File: config.mk
export PLATFORM = sky130hd
export DESIGN_NAME = sms_card_afr_cd_dfd
export DESIGN_NICKNAME = d
export VERILOG_FILES = /design/src/rtl/sms_card_afr_cd_dfd.sv
export SDC_FILE = /design/constraint.sdc
export NUM_CORES = 1
export LEC_CHECK = 0
export BUFFER_PORTS_ARGS = -buffer_cell sky130_fd_sc_hd__buf_4
export CAP_MARGIN = 25
export CORE_AREA = 2 2 39 41
export CTS_CLUSTER_SIZE = 12
export DETAILED_ROUTE_END_ITERATION = 10
export DIE_AREA = 0 0 41 43
export PLACE_DENSITY = 0.5
export SKIP_LAST_GASP = 1
export SYNTH_ARGS = -nofsm -noshare
export SYNTH_HDL_FRONTEND = slang
export SYNTH_SLANG_ARGS = --single-unit
File: constraint.sdc
create_clock -name x -period 1.6 [get_ports x]
set_input_delay 0.16 -clock x [delete_from_list [all_inputs] [get_ports x]]
set_output_delay 0.16 -clock x [all_outputs]
set_load 0.01 [all_outputs]
File: src/rtl/sms_card_afr_cd_dfd.sv
// rtl/sms_card_afr_cd_dfd.sv - IBM 1620 SMS cards CD, DFD and AFR for console control
// CD and DFD are pure gates; AFR drives a lamp through a clocked persistence filter.
module sms_card_afr_cd_dfd #(
    parameter int LAMP_FILTER = 2,
    parameter int CNT_W       = 8
) (
    input  logic x,
    input  logic reset_n,
    input  logic cd_d,
    input  logic cd_p,
    input  logic cd_r,
    output logic cd_q,
    input  logic dfd_q,
    input  logic dfd_p,
    input  logic dfd_l,
    output logic dfd_c,
    input  logic afr_e,
    output logic afr_lamp,
    output logic afr_req
);

    localparam logic [CNT_W-1:0] LP_FILTER = CNT_W'(LAMP_FILTER);

    // Floating or unknown pins read as 0, matching the dot-OR pull-down on the cards.
    logic w_cd_d;
    logic w_cd_p;
    logic w_cd_r;
    logic w_dfd_q;
    logic w_dfd_p;
    logic w_dfd_l;
    logic w_afr_e;

    assign w_cd_d  = (cd_d  === 1'b1);
    assign w_cd_p  = (cd_p  === 1'b1);
    assign w_cd_r  = (cd_r  === 1'b1);
    assign w_dfd_q = (dfd_q === 1'b1);
    assign w_dfd_p = (dfd_p === 1'b1);
    assign w_dfd_l = (dfd_l === 1'b1);
    assign w_afr_e = (afr_e === 1'b1);

    assign cd_q    = ~(w_cd_d | w_cd_p | w_cd_r);
    assign dfd_c   = ~((w_dfd_q & w_dfd_p) | w_dfd_l);
    assign afr_req = ~w_afr_e;

    logic             r_lamp;
    logic [CNT_W-1:0] r_cnt;

    // The counter is cleared on every lamp update, so it can never exceed LAMP_FILTER.
    always_ff @(posedge x or negedge reset_n) begin
        if (!reset_n) begin
            r_lamp <= 1'b0;
            r_cnt  <= '0;
        end else if (afr_req == r_lamp) begin
            r_cnt  <= '0;
        end else if (r_cnt >= LP_FILTER) begin
            r_lamp <= afr_req;
            r_cnt  <= '0;
        end else begin
            r_cnt  <= r_cnt + CNT_W'(1);
        end
    end

    assign afr_lamp = r_lamp;

endmodule

# Yosys cells after proc, flatten, opt, wreduce, memory -nomap -nowiden

Cells that the tools add are included.

Logic and storage cells: 23
Bits in registers: 9
Bits of input ports: 9
Output and inout port bits: 4

Eq/ne operators: 8
Order comparisons: 1
$add $sub $neg: 1
Mux-type cells: 2
Reduce and logical (&&, ||, !) cells: 1
Bitwise logic cells: 8

Operators by type and width:

| cell                  | number |
|---|---|
| $mux W8               | 2 |
| $add A8 B1 Y8 const B | 1 |
| $ge A8 B2 Y1 const B  | 1 |
| $eqx A1 B1 Y1 const B | 7 |
| $not A1 Y1            | 4 |
| $or A1 B1 Y1          | 3 |
| $reduce_and A2 Y1     | 1 |
| $and A1 B1 Y1         | 1 |
| $eq A1 B1 Y1          | 1 |

# Depth between registers and ports, before layout

Depth after elaboration: 5
Depth in mapped cells: 5
Depth with buffers taken out: 5

# Worst setup path before layout

No wires, ideal clock.

Kind: reg-to-reg
Start: register r_cnt[1]
End: register r_lamp (netlist: afr_lamp)
Path slack: 0.366 ns
Data required time: 1.480 ns
Path buffers: 0
Cell stages (with the launch flop): 5
Arrival time: 1.114 ns
Library setup time: 0.120 ns
Clock period less this slack: 1.234 ns
Cells stage by stage: dfrtp_1 > ha_1 > nor4_4 > a21oi_1 > a31o_1

Cells in the longest elaborated chain, start to end: 2

Ends and longest elaborated chain:

| what                               | RTL line | RTL |
|---|---|---|
| start, declared                    | 46       | `logic [CNT_W-1:0] r_cnt;` |
| start signal, assigned             | 59       | `r_cnt <= r_cnt + CNT_W'(1);` |
| $ge A8 B2 Y1                       | 55       | `end else if (r_cnt >= LP_FILTER) begin` |
| $reduce_and A2 Y1 (no source line) | -        |  |
| end signal, assigned               | 56       | `r_lamp <= afr_req;` |
| end, declared                      | 45       | `logic r_lamp;` |

No other way between the ends.
A chain may end at the register's enable or synchronous reset.

# Final worst setup path

Start: register r_cnt[0]
End: register r_lamp (netlist: afr_lamp)

The elaborated chain is that of the path after synthesis.

==> results.sh <==
export IMPL_n_antenna_cell=0
export IMPL_hold_path_class="in2reg"
export IMPL_cts_root_buffer="clkbuf_4"
export IMPL_regArea_um2=225.2
export IMPL_cts_tree="built"
export IMPL_ys_seq_area_share_pct=63.83
export IMPL_die_area_um2=1763
export IMPL_grt_use_total_pct=9.054
export IMPL_cts_clk_slew_worst_paths_ns=0.06
export IMPL_power_frac_comb_pct=10.1
export IMPL_vias=237
export IMPL_setup_violations_final=0
export IMPL_n_fill_cell=149
export IMPL_rsz0062_at_grt="false"
export IMPL_syn2layout_area_growth_pct=45.74
export IMPL_die_x_um=41
export IMPL_cts_setup_buffers=0
export IMPL_max_freq_mhz=769.6
export IMPL_multi_input_area_um2=135.1
export IMPL_arrival_ns=1.44
export IMPL_ys_ff_latch=9
export IMPL_gp_congestion=0.6550
export IMPL_required_ns=1.74
export IMPL_synth_cell_types=12
export IMPL_synth_area_leaders="dfrtp_1 (64%), ha_1 (7.1%), nor4_4 (6.0%)"
export IMPL_coreArea_um2=1384
export IMPL_clock_latency_ns=0.25
export IMPL_p_sw_mw=0.09412
export IMPL_grt_first_pass_wirelength_um=1000
export IMPL_initial_core_util_pct=25.50
export IMPL_internal_power_mw=0.3595
export IMPL_cp_end_kind="flip-flop"
export IMPL_drv_slew=0
export IMPL_cts_buffers=3
export IMPL_skew_ns=0.0007429
export IMPL_finalSetupTns_ns=0
export IMPL_synth_top_area_share_pct=63.83
export IMPL_met1_length_um=242
export IMPL_dr_pass1_iters=2
export IMPL_cts_resized=0
export IMPL_top_layer="met4"
export IMPL_hold_viol=0
export IMPL_via_per_inst=3.762
export IMPL_route_met3_wl_um=49
export IMPL_post_drt_wl_per_cell_um=8.603
export IMPL_htreeDepth=1
export IMPL_run_status="completed"
export IMPL_pwr_share_seq_pct=53.3
export IMPL_crit_path_max_fanout=3
export IMPL_p_per_area_nw_per_um2=882.1
export IMPL_grt_max_degree=10
export IMPL_fp_row_count=14
export IMPL_grt_overflow=0
export IMPL_irDropWorstVdd_uv=528.6
export IMPL_syn_area_um2=352.8
export IMPL_drtAntennaViolNets=0
export IMPL_hpwl_um=445.9
export IMPL_yosysWarnings=0
export IMPL_nets=59
export IMPL_io_buffers=12
export IMPL_drt_iter0_markers=5
export IMPL_whs_ns=0.2513
export IMPL_synth_avg_cell_area_um2=13.57
export IMPL_totalPowerFinal_mw=0.4536
export IMPL_io_pins=13
export IMPL_period_needed_ns=1.299
export IMPL_met2_length_um=242
export IMPL_clock_sinks=9
export IMPL_syn_inst=26
export IMPL_cap_violations=0
export IMPL_antenna_found_initial=0
export IMPL_drt_wl_total_um=542
export IMPL_dp_cells=58
export IMPL_clkPwrFrac_pct=36.7
export IMPL_finalNonFillerCells=63
export IMPL_die_h_um=43
export IMPL_critPathLaunchType="flip-flop"
export IMPL_clock_path_buffers=2
export IMPL_synth_top_area_cell="dfrtp_1"
export IMPL_drc_errors=0
export IMPL_path_class="reg2reg"
export IMPL_layout_drive_gt1_share_pct=36.17
export IMPL_finalCritPeriodShare_pct=81.21
export IMPL_switching_share_pct=20.75
export IMPL_p_leak_nw=0.2486
export IMPL_grt_pass1_vias=241
==> through the flow <==
stage	setup WS, ns	utilization (%)	cell area [um^2]
2_1_floorplan	0.3662	-	367.9
3_3_place_gp	0.3417	34.54	478.0
3_5_place_dp	0.3112	34.54	478.0
4_1_cts	0.3038	37.16	514.2
5_1_grt	0.1832	37.16	514.2
6_report	0.3006	37.16	514.2
==> critical path, stage by stage (launching register included) <==
cell and delay (ns):
dfrtp_1 0.38, inv_1 0.06, ha_1 0.22, nor4_4 0.25
a21oi_1 0.10, a31o_1 0.18
==> registers in the layout, indices dropped and copies added (netlist names) <==
register	cells
afr_lamp	1
r_cnt	8
==> logic make-up (layout without fill, tap and decap cells) <==
kind of cell / Yosys count / count (layout) / share of synthesized area (%)
and+or+nand+nor: 7 / 7 / 15.60
xor gates and xnor gates: 2 / 2 / 4.965
AOI/OAI and AO/OA: 3 / 3 / 5.320
DFF: 9 / 9 / 63.83
other: 1 / 5 / 1.063
adders and majority gates: 2 / 2 / 7.091
buffers and inverters: 2 / 19 / 2.128
==> power by group through the flow <==
stage / Clock [mW] / Sequential, mW / Combinational, mW
2_1_floorplan: 0 / 0.246 / 0.0145
3_3_place_gp: 0 / 0.245 / 0.0432
3_5_place_dp: 0 / 0.246 / 0.0443
4_1_cts: 0.173 / 0.242 / 0.0463
5_1_grt: 0.189 / 0.242 / 0.0518
6_report: 0.166 / 0.242 / 0.0456
==> Yosys cell counts, drive strengths merged <==
| master | n |
|---|---|
| nor2 | 3 |
| inv | 2 |
| ha | 2 |
| a31o | 1 |
| nor3 | 1 |
| a21oi | 2 |
| nand3 | 1 |
| dfrtp | 9 |
| xnor2 | 2 |
| nor4 | 2 |
| conb | 1 |
==> path summary, 6_finish.rpt <==
check | slack [ns] | cells after the start | start | end
hold / removal | 0.25 | 3 | afr_e | afr_lamp
min in group asynchronous | 0.26 | 2 | reset_n | r_cnt[5]
setup / recovery | 0.30 | 5 | r_cnt[0] | afr_lamp
hold reg to reg | 0.48 | 1 | r_cnt[0] | r_cnt[0]
setup reg to reg | 0.30 | 5 | r_cnt[0] | afr_lamp
max in group asynchronous | 1.21 | 2 | reset_n | r_cnt[2]
==> cell type report <==
type	instances	share of cell area, %
repair buffers	13	19.46
flip-flops and latches	9	43.80
multi-input cells	19	26.28
inverters	2	1.460
clock buffers	4	5.109
well taps	16	3.893
==> placed cells by master (no fill, tap or decap), drive strengths merged, types with 2 or more instances in the layout <==
master,n
a21oi,2
buf,12
clkbuf,4
conb,5
dfrtp,9
ha,2
inv,2
nor2,3
nor4,2
xnor2,2
==> repair_timing <==
action,4_1_cts,5_1_grt
hold endpoints to repair,9,0
setup endpoints to repair,0,0
hold buffers,1,0
==> layer usage <==
metal,vias to the layer above,track usage [%]
li1,123,-
met1,105,11.41
met2,7,11.56
met3,2,3.141
met4,0,8.000
met5,-,0
Note: power is estimated with default switching activity, not from simulation.
